### src/rtl/reservation_station_pkg.sv
// Reservation station shared types: sizing, op encodings,
// entry layout and CDB snoop helper.
package reservation_station_pkg;

  localparam int RS_SIZE = 16;
  localparam int RS_LOG  = 4;
  localparam int ROB_LOG = 4;
  localparam int OP_LOG  = 5;

  typedef logic [OP_LOG-1:0]  op_t;
  typedef logic [ROB_LOG-1:0] rob_id_t;
  typedef logic [RS_LOG-1:0]  rs_idx_t;

  typedef enum logic [OP_LOG-1:0] {
    OP_NOP  = 5'd0,
    OP_ADD  = 5'd1,
    OP_SUB  = 5'd2,
    OP_AND  = 5'd3,
    OP_OR   = 5'd4,
    OP_XOR  = 5'd5,
    OP_SLL  = 5'd6,
    OP_SRL  = 5'd7,
    OP_SRA  = 5'd8,
    OP_SLT  = 5'd9,
    OP_SLTU = 5'd10
  } op_e;

  typedef struct packed {
    logic        valid;
    op_t         op;
    logic [31:0] vj;
    logic [31:0] vk;
    logic        rj;
    logic        rk;
    rob_id_t     qj;
    rob_id_t     qk;
    logic [31:0] imm;
    logic [31:0] pc;
    rob_id_t     rob_id;
  } rs_entry_t;

  typedef struct packed {
    logic        valid;
    rob_id_t     rob_id;
    logic [31:0] value;
  } cdb_t;

  function automatic logic snoop_hit(
    input cdb_t    c,
    input rob_id_t q
  );
    return c.valid && (c.rob_id == q);
  endfunction

endpackage

### src/rtl/reservation_station_if.sv
// Issue->RS dispatch bundle, CDB snoop inputs and
// the RS->ALU dispatch outputs.
interface reservation_station_if;
  import reservation_station_pkg::*;

  logic        issue_enable;
  op_t         issue_op;
  logic [31:0] issue_Vj;
  logic [31:0] issue_Vk;
  logic        issue_Rj;
  logic        issue_Rk;
  rob_id_t     issue_Qj;
  rob_id_t     issue_Qk;
  logic [31:0] issue_Imm;
  logic [31:0] issue_CurPc;
  rob_id_t     issue_RobId;

  logic        alu_cdb_valid;
  rob_id_t     alu_cdb_RobId;
  logic [31:0] alu_cdb_value;
  logic        lsb_cdb_valid;
  rob_id_t     lsb_cdb_RobId;
  logic [31:0] lsb_cdb_value;

  logic        rs_full;
  logic        alu_enable;
  op_t         alu_op;
  logic [31:0] alu_Vj;
  logic [31:0] alu_Vk;
  logic [31:0] alu_Imm;
  logic [31:0] alu_CurPc;
  rob_id_t     alu_RobId;

  modport master (
    output issue_enable, issue_op,
    output issue_Vj, issue_Vk,
    output issue_Rj, issue_Rk,
    output issue_Qj, issue_Qk,
    output issue_Imm, issue_CurPc,
    output issue_RobId,
    output alu_cdb_valid, alu_cdb_RobId,
    output alu_cdb_value,
    output lsb_cdb_valid, lsb_cdb_RobId,
    output lsb_cdb_value,
    input  rs_full, alu_enable, alu_op,
    input  alu_Vj, alu_Vk, alu_Imm,
    input  alu_CurPc, alu_RobId
  );

  modport slave (
    input  issue_enable, issue_op,
    input  issue_Vj, issue_Vk,
    input  issue_Rj, issue_Rk,
    input  issue_Qj, issue_Qk,
    input  issue_Imm, issue_CurPc,
    input  issue_RobId,
    input  alu_cdb_valid, alu_cdb_RobId,
    input  alu_cdb_value,
    input  lsb_cdb_valid, lsb_cdb_RobId,
    input  lsb_cdb_value,
    output rs_full, alu_enable, alu_op,
    output alu_Vj, alu_Vk, alu_Imm,
    output alu_CurPc, alu_RobId
  );

endinterface

### src/rtl/reservation_station_rs_select.sv
// Two lowest-index priority encoders: first free slot
// and first slot with both operands ready.
module reservation_station_rs_select
  import reservation_station_pkg::*;
(
  input  logic [RS_SIZE-1:0] valid_vec,
  input  logic [RS_SIZE-1:0] ready_vec,
  output rs_idx_t            free_idx,
  output logic               free_found,
  output rs_idx_t            ready_idx,
  output logic               ready_found
);

  // Scan high to low so the lowest hit wins.
  always_comb begin
    free_idx    = '0;
    free_found  = 1'b0;
    ready_idx   = '0;
    ready_found = 1'b0;
    for (int i = RS_SIZE - 1; i >= 0; i--) begin
      if (!valid_vec[i]) begin
        free_idx   = RS_LOG'(i);
        free_found = 1'b1;
      end
      if (ready_vec[i]) begin
        ready_idx   = RS_LOG'(i);
        ready_found = 1'b1;
      end
    end
  end

endmodule

### src/rtl/reservation_station.sv
// Buffers non-memory ops until operands arrive via CDB,
// then hands one ready op per cycle to the ALU.
module reservation_station
  import reservation_station_pkg::*;
(
  input  logic                 clk,
  input  logic                 rst,
  input  logic                 rdy,
  input  logic                 rollback,
  reservation_station_if.slave bus
);

  rs_entry_t          ent [RS_SIZE];
  logic [RS_SIZE-1:0] valid_vec;
  logic [RS_SIZE-1:0] ready_vec;
  rs_idx_t            free_idx;
  logic               free_found;
  rs_idx_t            ready_idx;
  logic               ready_found;
  cdb_t               alu_cdb;
  cdb_t               lsb_cdb;
  rs_entry_t          new_ent;

  logic        alu_enable_q;
  op_t         alu_op_q;
  logic [31:0] alu_vj_q;
  logic [31:0] alu_vk_q;
  logic [31:0] alu_imm_q;
  logic [31:0] alu_pc_q;
  rob_id_t     alu_rob_q;

  always_comb begin
    valid_vec = '0;
    ready_vec = '0;
    for (int i = 0; i < RS_SIZE; i++) begin
      valid_vec[i] = ent[i].valid;
      ready_vec[i] = ent[i].valid
                   && ent[i].rj
                   && ent[i].rk;
    end
  end

  reservation_station_rs_select u_sel (
    .valid_vec   (valid_vec),
    .ready_vec   (ready_vec),
    .free_idx    (free_idx),
    .free_found  (free_found),
    .ready_idx   (ready_idx),
    .ready_found (ready_found)
  );

  always_comb begin
    alu_cdb.valid  = bus.alu_cdb_valid;
    alu_cdb.rob_id = bus.alu_cdb_RobId;
    alu_cdb.value  = bus.alu_cdb_value;
    lsb_cdb.valid  = bus.lsb_cdb_valid;
    lsb_cdb.rob_id = bus.lsb_cdb_RobId;
    lsb_cdb.value  = bus.lsb_cdb_value;
  end

  // Incoming entry, with same-cycle CDB forwarding.
  always_comb begin
    new_ent        = '0;
    new_ent.valid  = 1'b1;
    new_ent.op     = bus.issue_op;
    new_ent.vj     = bus.issue_Vj;
    new_ent.vk     = bus.issue_Vk;
    new_ent.rj     = bus.issue_Rj;
    new_ent.rk     = bus.issue_Rk;
    new_ent.qj     = bus.issue_Qj;
    new_ent.qk     = bus.issue_Qk;
    new_ent.imm    = bus.issue_Imm;
    new_ent.pc     = bus.issue_CurPc;
    new_ent.rob_id = bus.issue_RobId;
    if (!bus.issue_Rj) begin
      if (snoop_hit(alu_cdb, bus.issue_Qj)) begin
        new_ent.vj = alu_cdb.value;
        new_ent.rj = 1'b1;
      end else if (snoop_hit(lsb_cdb, bus.issue_Qj)) begin
        new_ent.vj = lsb_cdb.value;
        new_ent.rj = 1'b1;
      end
    end
    if (!bus.issue_Rk) begin
      if (snoop_hit(alu_cdb, bus.issue_Qk)) begin
        new_ent.vk = alu_cdb.value;
        new_ent.rk = 1'b1;
      end else if (snoop_hit(lsb_cdb, bus.issue_Qk)) begin
        new_ent.vk = lsb_cdb.value;
        new_ent.rk = 1'b1;
      end
    end
  end

  always_ff @(posedge clk) begin
    if (rst) begin
      for (int i = 0; i < RS_SIZE; i++) begin
        ent[i] <= '0;
      end
      alu_enable_q <= 1'b0;
      alu_op_q     <= '0;
      alu_vj_q     <= '0;
      alu_vk_q     <= '0;
      alu_imm_q    <= '0;
      alu_pc_q     <= '0;
      alu_rob_q    <= '0;
    end else if (rdy) begin
      if (rollback) begin
        for (int i = 0; i < RS_SIZE; i++) begin
          ent[i].valid <= 1'b0;
        end
        alu_enable_q <= 1'b0;
      end else begin
        for (int i = 0; i < RS_SIZE; i++) begin
          if (ent[i].valid && !ent[i].rj) begin
            if (snoop_hit(alu_cdb, ent[i].qj)) begin
              ent[i].vj <= alu_cdb.value;
              ent[i].rj <= 1'b1;
            end else if (snoop_hit(lsb_cdb, ent[i].qj)) begin
              ent[i].vj <= lsb_cdb.value;
              ent[i].rj <= 1'b1;
            end
          end
          if (ent[i].valid && !ent[i].rk) begin
            if (snoop_hit(alu_cdb, ent[i].qk)) begin
              ent[i].vk <= alu_cdb.value;
              ent[i].rk <= 1'b1;
            end else if (snoop_hit(lsb_cdb, ent[i].qk)) begin
              ent[i].vk <= lsb_cdb.value;
              ent[i].rk <= 1'b1;
            end
          end
        end
        alu_enable_q <= ready_found;
        if (ready_found) begin
          alu_op_q  <= ent[ready_idx].op;
          alu_vj_q  <= ent[ready_idx].vj;
          alu_vk_q  <= ent[ready_idx].vk;
          alu_imm_q <= ent[ready_idx].imm;
          alu_pc_q  <= ent[ready_idx].pc;
          alu_rob_q <= ent[ready_idx].rob_id;
          ent[ready_idx].valid <= 1'b0;
        end
        // Free slot is never the dispatching one.
        if (bus.issue_enable && free_found) begin
          ent[free_idx] <= new_ent;
        end
      end
    end
  end

  assign bus.rs_full    = &valid_vec;
  assign bus.alu_enable = alu_enable_q;
  assign bus.alu_op     = alu_op_q;
  assign bus.alu_Vj     = alu_vj_q;
  assign bus.alu_Vk     = alu_vk_q;
  assign bus.alu_Imm    = alu_imm_q;
  assign bus.alu_CurPc  = alu_pc_q;
  assign bus.alu_RobId  = alu_rob_q;

endmodule

### src/flat_wrapper.sv
// flat-port wrapper written by rule: the top's interface ports become plain ports
module reservation_station_flat import reservation_station_pkg::*;
  (clk, rst, rdy, rollback, bus_issue_enable, bus_issue_op, bus_issue_Vj, bus_issue_Vk, bus_issue_Rj, bus_issue_Rk, bus_issue_Qj, bus_issue_Qk, bus_issue_Imm, bus_issue_CurPc, bus_issue_RobId, bus_alu_cdb_valid, bus_alu_cdb_RobId, bus_alu_cdb_value, bus_lsb_cdb_valid, bus_lsb_cdb_RobId, bus_lsb_cdb_value, bus_rs_full, bus_alu_enable, bus_alu_op, bus_alu_Vj, bus_alu_Vk, bus_alu_Imm, bus_alu_CurPc, bus_alu_RobId);
  reservation_station_if bus_i ();
  input  logic clk;
  input  logic rst;
  input  logic rdy;
  input  logic rollback;
  input wire logic [$bits(bus_i.issue_enable)-1:0] bus_issue_enable;
  input wire logic [$bits(bus_i.issue_op)-1:0] bus_issue_op;
  input wire logic [$bits(bus_i.issue_Vj)-1:0] bus_issue_Vj;
  input wire logic [$bits(bus_i.issue_Vk)-1:0] bus_issue_Vk;
  input wire logic [$bits(bus_i.issue_Rj)-1:0] bus_issue_Rj;
  input wire logic [$bits(bus_i.issue_Rk)-1:0] bus_issue_Rk;
  input wire logic [$bits(bus_i.issue_Qj)-1:0] bus_issue_Qj;
  input wire logic [$bits(bus_i.issue_Qk)-1:0] bus_issue_Qk;
  input wire logic [$bits(bus_i.issue_Imm)-1:0] bus_issue_Imm;
  input wire logic [$bits(bus_i.issue_CurPc)-1:0] bus_issue_CurPc;
  input wire logic [$bits(bus_i.issue_RobId)-1:0] bus_issue_RobId;
  input wire logic [$bits(bus_i.alu_cdb_valid)-1:0] bus_alu_cdb_valid;
  input wire logic [$bits(bus_i.alu_cdb_RobId)-1:0] bus_alu_cdb_RobId;
  input wire logic [$bits(bus_i.alu_cdb_value)-1:0] bus_alu_cdb_value;
  input wire logic [$bits(bus_i.lsb_cdb_valid)-1:0] bus_lsb_cdb_valid;
  input wire logic [$bits(bus_i.lsb_cdb_RobId)-1:0] bus_lsb_cdb_RobId;
  input wire logic [$bits(bus_i.lsb_cdb_value)-1:0] bus_lsb_cdb_value;
  output wire logic [$bits(bus_i.rs_full)-1:0] bus_rs_full;
  output wire logic [$bits(bus_i.alu_enable)-1:0] bus_alu_enable;
  output wire logic [$bits(bus_i.alu_op)-1:0] bus_alu_op;
  output wire logic [$bits(bus_i.alu_Vj)-1:0] bus_alu_Vj;
  output wire logic [$bits(bus_i.alu_Vk)-1:0] bus_alu_Vk;
  output wire logic [$bits(bus_i.alu_Imm)-1:0] bus_alu_Imm;
  output wire logic [$bits(bus_i.alu_CurPc)-1:0] bus_alu_CurPc;
  output wire logic [$bits(bus_i.alu_RobId)-1:0] bus_alu_RobId;
  assign bus_i.issue_enable = bus_issue_enable;
  assign bus_i.issue_op = bus_issue_op;
  assign bus_i.issue_Vj = bus_issue_Vj;
  assign bus_i.issue_Vk = bus_issue_Vk;
  assign bus_i.issue_Rj = bus_issue_Rj;
  assign bus_i.issue_Rk = bus_issue_Rk;
  assign bus_i.issue_Qj = bus_issue_Qj;
  assign bus_i.issue_Qk = bus_issue_Qk;
  assign bus_i.issue_Imm = bus_issue_Imm;
  assign bus_i.issue_CurPc = bus_issue_CurPc;
  assign bus_i.issue_RobId = bus_issue_RobId;
  assign bus_i.alu_cdb_valid = bus_alu_cdb_valid;
  assign bus_i.alu_cdb_RobId = bus_alu_cdb_RobId;
  assign bus_i.alu_cdb_value = bus_alu_cdb_value;
  assign bus_i.lsb_cdb_valid = bus_lsb_cdb_valid;
  assign bus_i.lsb_cdb_RobId = bus_lsb_cdb_RobId;
  assign bus_i.lsb_cdb_value = bus_lsb_cdb_value;
  assign bus_rs_full = bus_i.rs_full;
  assign bus_alu_enable = bus_i.alu_enable;
  assign bus_alu_op = bus_i.alu_op;
  assign bus_alu_Vj = bus_i.alu_Vj;
  assign bus_alu_Vk = bus_i.alu_Vk;
  assign bus_alu_Imm = bus_i.alu_Imm;
  assign bus_alu_CurPc = bus_i.alu_CurPc;
  assign bus_alu_RobId = bus_i.alu_RobId;
  reservation_station u_core (.clk(clk), .rst(rst), .rdy(rdy), .rollback(rollback), .bus(bus_i));
endmodule
### config.mk
export PLATFORM = sky130hd
export DESIGN_NAME = reservation_station_flat
export DESIGN_NICKNAME = d
export VERILOG_FILES = /design/src/rtl/reservation_station_pkg.sv /design/src/rtl/reservation_station_if.sv /design/src/rtl/reservation_station_rs_select.sv /design/src/rtl/reservation_station.sv /design/src/flat_wrapper.sv
export SDC_FILE = /design/constraint.sdc
export NUM_CORES = 2
export LEC_CHECK = 0
export CELL_PAD_IN_SITES_DETAIL_PLACEMENT = 2
export CELL_PAD_IN_SITES_GLOBAL_PLACEMENT = 2
export CORE_UTILIZATION = 30
export DETAILED_ROUTE_END_ITERATION = 8
export GPL_TIMING_DRIVEN = 0
export PLACE_DENSITY_LB_ADDON = 0.1
export SLEW_MARGIN = 20
export SYNTH_ARGS = -nofsm -noshare
export SYNTH_HDL_FRONTEND = slang
export SYNTH_HIERARCHICAL = 1
export SYNTH_SLANG_ARGS = --single-unit
export TNS_END_PERCENT = 50
### constraint.sdc
create_clock -name clk -period 22.4 [get_ports clk]
set_input_delay 2.24 -clock clk [delete_from_list [all_inputs] [get_ports clk]]
set_output_delay 2.24 -clock clk [all_outputs]
set_load 0.02 [all_outputs]
# [Word-level counts from Yosys, hierarchy flattened]
# Memories as Yosys holds them, arrays and structs flattened. A register that Yosys moved wholly into a read port is not among the register bits.
# Cells that the tools add are included.
[word_totals] reg_bits=1 latch_bits=0 ram_bits=2368 rom_bits=0 out_inout_bits=139 mem_count=1
[mem_list] memory="u_core.ent" words=16 width=148 rd=17 rd_clocked_by_memory_dff=1 write_ports=18 line="reservation_station.sv:13" source="rs_entry_t ent [RS_SIZE];"
[classes] n_addsub=0 n_mul=0 div=0 n_lt_le_gt_ge=0 n_eq_ne=68 shift=0 mux=653 n_bitwise=145 n_reduce_logical=167
[op_table] operator="32-bit two-way mux" n=70
[op_table] operator="1-bit two-way mux" n=551
[op_table] operator="4-bit equality test" n=68
[op_table] operator="1-bit bitwise OR" n=144
[op_table] operator="1-bit logical AND" n=133
[op_table] operator="4-bit two-way mux" n=32
[op_table] operator="1-bit logical NOT" n=32
[op_table] operator="16-bit AND reduction" n=1
[op_table] operator="3-bit AND reduction" n=1
[op_table] operator="1-bit inverter" n=1

# [Longest topological paths before layout]
# An unclocked memory read counts as a cell.
[depth] word_depth=24 depth_mapped=13 mapped_depth_nobuf=10

# [Modules after synthesis]
# The synthesis kept the hierarchy.
[modules_own_cells] mod="reservation_station" instances=1 cells_each=8706 area_per_inst_um2=124408.1
[modules_own_cells] mod="reservation_station_rs_select" instances=1 cells_each=63 area_per_inst_um2=326.6

# [Worst setup path before layout]
# Ideal clock, no wire load.
[synth_path] path_kind="input-to-reg" start="input rst" end="memory u_core/ent[6][100] (netlist name), enable pin" setup_time_ps=390 arrival_time_ps=9776 slack_ps=12234 cell_stages=4 n_path_buf=0 path_cell_list="and4bb_2 nand4b_1 o21ai_0 or3_1"
[synth_rtl] item="from (decl)" line="flat_wrapper.sv:6" source="input logic rst;"
[synth_rtl] item="to (decl)" line="reservation_station.sv:13"

==> metrics.txt <==
# TYPE chip_impl_metric gauge
chip_impl_metric{name="synth.yosys.seq_area_share",unit=""} 0.5893
chip_impl_metric{name="cell_area_reported_after_detailed_placement",unit="mm2"} 0.1393
chip_impl_metric{name="grt_first_pass_wirelength",unit="um"} 937300
chip_impl_metric{name="crit_arrival",unit="ns"} 7.40
chip_impl_metric{name="coreArea",unit="mm2"} 0.4134
chip_impl_metric{name="finalMaxSlewViolations",unit=""} 0
chip_impl_metric{name="grt_use_total",unit=""} 0.3335
chip_impl_metric{name="antenna_violations_before_repair",unit=""} 93
chip_impl_metric{name="synth_async_sr_flop_share",unit=""} 0
chip_impl_metric{name="gp_congestion",unit=""} 0.9913
chip_impl_info{name="synth_top_area_cell",value="edfxtp_1"} 1
chip_impl_metric{name="worst_slew_pin_slew",unit="ns"} 1.385
chip_impl_metric{name="drt_iter0_drc",unit=""} 12011
chip_impl_metric{name="post-place-cells",unit=""} 14756
chip_impl_metric{name="start_util",unit=""} 0.3017
chip_impl_metric{name="p_per_area",unit="mW/mm2"} 75.53
chip_impl_metric{name="cts_htree_levels",unit=""} 5
chip_impl_info{name="synth_top_family_by_area",value="multiplexers"} 1
chip_impl_metric{name="drv.max_cap_violation_count",unit=""} 0
chip_impl_metric{name="grt_overflow",unit=""} 0
chip_impl_metric{name="post_cts_hold_buffer_count",unit=""} 0
chip_impl_metric{name="clock_sinks",unit=""} 2506
chip_impl_info{name="cts_tree",value="done"} 1
chip_impl_info{name="setup.worst_path.end_class",value="flop"} 1
chip_impl_metric{name="clock-skew-final",unit="ns"} 0.05626
chip_impl_metric{name="finalCritPeriodShare",unit=""} 0.3030
chip_impl_metric{name="yosys.area.top_type_share",unit=""} 0.5614
chip_impl_metric{name="synth_compound_area_frac",unit=""} 0.1117
chip_impl_metric{name="fin_nets",unit=""} 9834
chip_impl_metric{name="critical_path_required",unit="ns"} 23.01
chip_impl_metric{name="drive_gt1_frac",unit=""} 0.1872
chip_impl_info{name="status",value="complete, no violations"} 1
chip_impl_metric{name="final-hold-violation-count",unit=""} 0
chip_impl_metric{name="ys_warn_count",unit=""} 6
chip_impl_metric{name="numCtsBuffers",unit=""} 316
chip_impl_info{name="grt_setup_unrepaired",value="no"} 1
chip_impl_metric{name="die_w",unit="um"} 646.8
chip_impl_metric{name="power.static_leakage",unit="nW"} 48.37
chip_impl_metric{name="detailed_placement_hpwl",unit="um"} 525600
chip_impl_metric{name="dieArea",unit="mm2"} 0.4184
chip_impl_metric{name="synth_cells",unit=""} 8769
chip_impl_metric{name="synth_seq_cells",unit=""} 2506
chip_impl_metric{name="detail_route.vias_per_cell",unit=""} 6.281
chip_impl_metric{name="yosys.area_share.xor_xnor",unit=""} 0.01889
chip_impl_metric{name="detail_route.wl_per_cell",unit="um"} 46.25
chip_impl_metric{name="maximum_number_of_pins_on_one_net_before_global_route_repair",unit=""} 62
chip_impl_metric{name="grt_pass1_vias",unit=""} 99331
chip_impl_metric{name="filler_free_cell_count_of_the_finished_design",unit=""} 15381
chip_impl_metric{name="final_design_area_no_fill",unit="mm2"} 0.1494
chip_impl_metric{name="setup_tns",unit="ns"} 0
chip_impl_info{name="crit_path_start_kind",value="primary input"} 1
chip_impl_metric{name="clk_latency",unit="ns"} 0.98
chip_impl_metric{name="post-place-ws",unit="ns"} 14.92
chip_impl_metric{name="finish.utilization",unit=""} 0.3615
chip_impl_info{name="timing.hold.worst.class",value="reg2reg"} 1
chip_impl_metric{name="max_freq",unit="MHz"} 147.4
chip_impl_info{name="clk_root_buffer_cell",value="clkbuf_16"} 1
chip_impl_metric{name="synthAdderAreaFrac",unit=""} 0
chip_impl_metric{name="drtPass1Iterations",unit=""} 9
chip_impl_metric{name="core.rowCount",unit=""} 236
chip_impl_metric{name="number_of_enable_type_register_cells_in_the_synthesized_netlist",unit=""} 2332
chip_impl_metric{name="syn_area",unit="mm2"} 0.1247
chip_impl_metric{name="final_critical_path_setup_slack",unit="ns"} 15.61
chip_impl_metric{name="route.antenna.remaining_nets",unit=""} 0
chip_impl_metric{name="max-clock-path-buffers",unit=""} 4
chip_impl_metric{name="numPortBuffers",unit=""} 282
chip_impl_metric{name="synthesis.nets",unit=""} 8995
chip_impl_metric{name="largest_vdd_supply_drop",unit="mV"} 0.05490
chip_impl_metric{name="finalSetupViolCount",unit=""} 0
chip_impl_metric{name="ys_types",unit=""} 62
chip_impl_metric{name="worst-path-max-fanout",unit=""} 10
chip_impl_metric{name="detail_route.wirelength",unit="um"} 711300
chip_impl_metric{name="number_of_setup_buffers_added_after_cts",unit=""} 0
chip_impl_metric{name="timing.max_slew.rel_slack",unit=""} 0.07686
chip_impl_info{name="ys.flop_type",value="edfxtp_1"} 1
chip_impl_metric{name="drt_drc_violations_left",unit=""} 0
chip_impl_info{name="ys_top_cells_by_area",value="edfxtp_1 (56%), mux4_2 (12%), and2_1 (6.5%)"} 1
chip_impl_metric{name="detailroute.via_count",unit=""} 96614
chip_impl_metric{name="area_delta_synth_final",unit="%"} 19.80
chip_impl_info{name="worst-setup-path-type",value="in2reg"} 1
chip_impl_metric{name="post_synth_and_or_nand_nor_area_fraction",unit=""} 0.08440
chip_impl_metric{name="fp.dieH",unit="um"} 646.8
chip_impl_metric{name="clkTransAtPathRegs",unit="ns"} 0.05
chip_impl_metric{name="post_synth_mux_area_share",unit=""} 0.1549
chip_impl_metric{name="final.min_clock_period",unit="ns"} 6.786
chip_impl_metric{name="ctsResizeCount",unit=""} 0
chip_impl_metric{name="synthesis.area_per_instance",unit="um2"} 14.22
chip_impl_metric{name="ios",unit=""} 365
## registers in the layout (all words and copies together), names as in the netlist
signal,flops
u_core/bus.alu_CurPc,32
u_core/bus.alu_Imm,32
u_core/bus.alu_RobId,4
u_core/bus.alu_Vj,32
u_core/bus.alu_Vk,32
u_core/bus.alu_enable,1
u_core/bus.alu_op,5
u_core/ent,2368
## where the power goes
group / internal [mW] / switching (mW) / total, mW
clock network: 2.94 / 2.15 / 5.09
registers: 5.31 / 0.0652 / 5.37
logic: 0.245 / 0.580 / 0.825
total: 8.50 / 2.79 / 11.3
## synthesized netlist by cell type, types with 5 or more instances
| cell type | count |
|---|---|
| edfxtp_1 | 2332 |
| and2_1 | 1297 |
| clkbuf_1 | 965 |
| mux4_2 | 685 |
| a21oi_1 | 576 |
| a221oi_1 | 539 |
| mux2i_1 | 389 |
| o22ai_1 | 321 |
| dfxtp_1 | 174 |
| xnor2_1 | 168 |
| a32o_1 | 137 |
| a22oi_1 | 134 |
| buf_2 | 125 |
| o21ai_0 | 109 |
| xor2_1 | 101 |
| nor3_1 | 73 |
| nand3_1 | 69 |
| a222oi_1 | 64 |
| buf_1 | 64 |
| buf_4 | 60 |
| nand2_1 | 42 |
| and3_1 | 40 |
| a32oi_1 | 32 |
| nor2_1 | 31 |
| or3_1 | 31 |
| nor4_1 | 22 |
| a2111oi_0 | 19 |
| nand4_1 | 18 |
| nor2b_1 | 17 |
| nand2b_1 | 14 |
| inv_1 | 13 |
| o211ai_1 | 12 |
| buf_6 | 9 |
| o21ai_1 | 9 |
| or2_2 | 9 |
| nor4_2 | 7 |
| and4b_1 | 6 |
| nand4b_1 | 5 |
| nor3_2 | 5 |
| nor3b_1 | 5 |
## layout make-up
class                           instances  area [um2]
Antenna cell                           55       137.6
Multi-Input combinational cell       5027       46690
Fill cell                           41546      264000
Sequential cell                      2506       73510
Timing Repair Buffer                  521        6910
Tap cell                             5474        6849
Clock buffer                          406        8621
Buffer                               1223        5331
Inverter                               13       56.30
Clock inverter                        156        1323
## final timing paths
| check | startpoint | to | slack [ns] | cells past startpoint |
|---|---|---|---|---|
| setup reg to reg | u_core/ent[12][147] | u_core/ent[2][137] | 16.29 | 9 |
| hold reg to reg | u_core/bus.alu_CurPc[1] | u_core/bus.alu_CurPc[1] | 0.47 | 1 |
| setup / recovery | rdy | u_core/ent[2][137] | 15.61 | 7 |
| hold / removal | u_core/bus.alu_CurPc[1] | u_core/bus.alu_CurPc[1] | 0.47 | 1 |
## cell usage in the layout (no fill, tap or decap), types with 21 or more instances in the layout
master and n:
buf_1 51, buf_12 58, buf_6 22, a222oi_1 64
buf_4 93, or3_4 27, a22oi_1 134, xnor2_1 168
nor3_1 56, mux2i_1 389, a221oi_1 539, clkbuf_2 185
buf_2 173, edfxtp_1 2332, and2_1 1297, clkdlybuf4s50_1 282
o22ai_1 321, nor2_1 28, a32o_1 137, o21ai_0 105
diode_2 55, a21oi_1 576, clkinv_2 40, dfxtp_1 174
and3_1 40, bufinv_16 21, nand3_1 67, mux4_2 685
xor2_1 101, clkbuf_16 328, clkinv_1 73, a32oi_1 32
buf_16 80, nand2_1 40, clkbuf_1 843
## critical path, cell delays in order
cell and delay (ns):
clkdlybuf4s50_1 0.82, and4bb_2 0.37, nand4b_1 0.94, nor3_4 1.14, clkbuf_2 0.75, clkbuf_1 0.84, a21oi_1 0.26
## cells by family (layout without fill, tap and decap cells)
logic type / Yosys count / in the layout
AOI/OAI and AO/OA: 1973 / 1973
xor gates and xnor gates: 269 / 269
buffers and inverters: 1236 / 2319
DFF: 2506 / 2506
muxes: 1074 / 1074
other: 0 / 55
and+or+nand+nor: 1711 / 1711
## through the flow
step	power, mW	hold WS, ns
floorplan	5.815	0.5043
global placement	6.218	0.4514
detailed placement	6.275	0.4571
CTS	11.36	0.4714
global route	11.55	0.4914
finish	11.29	0.4660
## routing by layer
layer,global-route usage,part of all wire,vias up
met5,0.003932,0.00087,-
met4,0.2120,0.073,58
met3,0.08647,0.091,1730
met2,0.5257,0.46,5859
met1,0.4060,0.38,52260
li1,-,-,36707
Note: power is estimated with default switching activity, not from simulation.
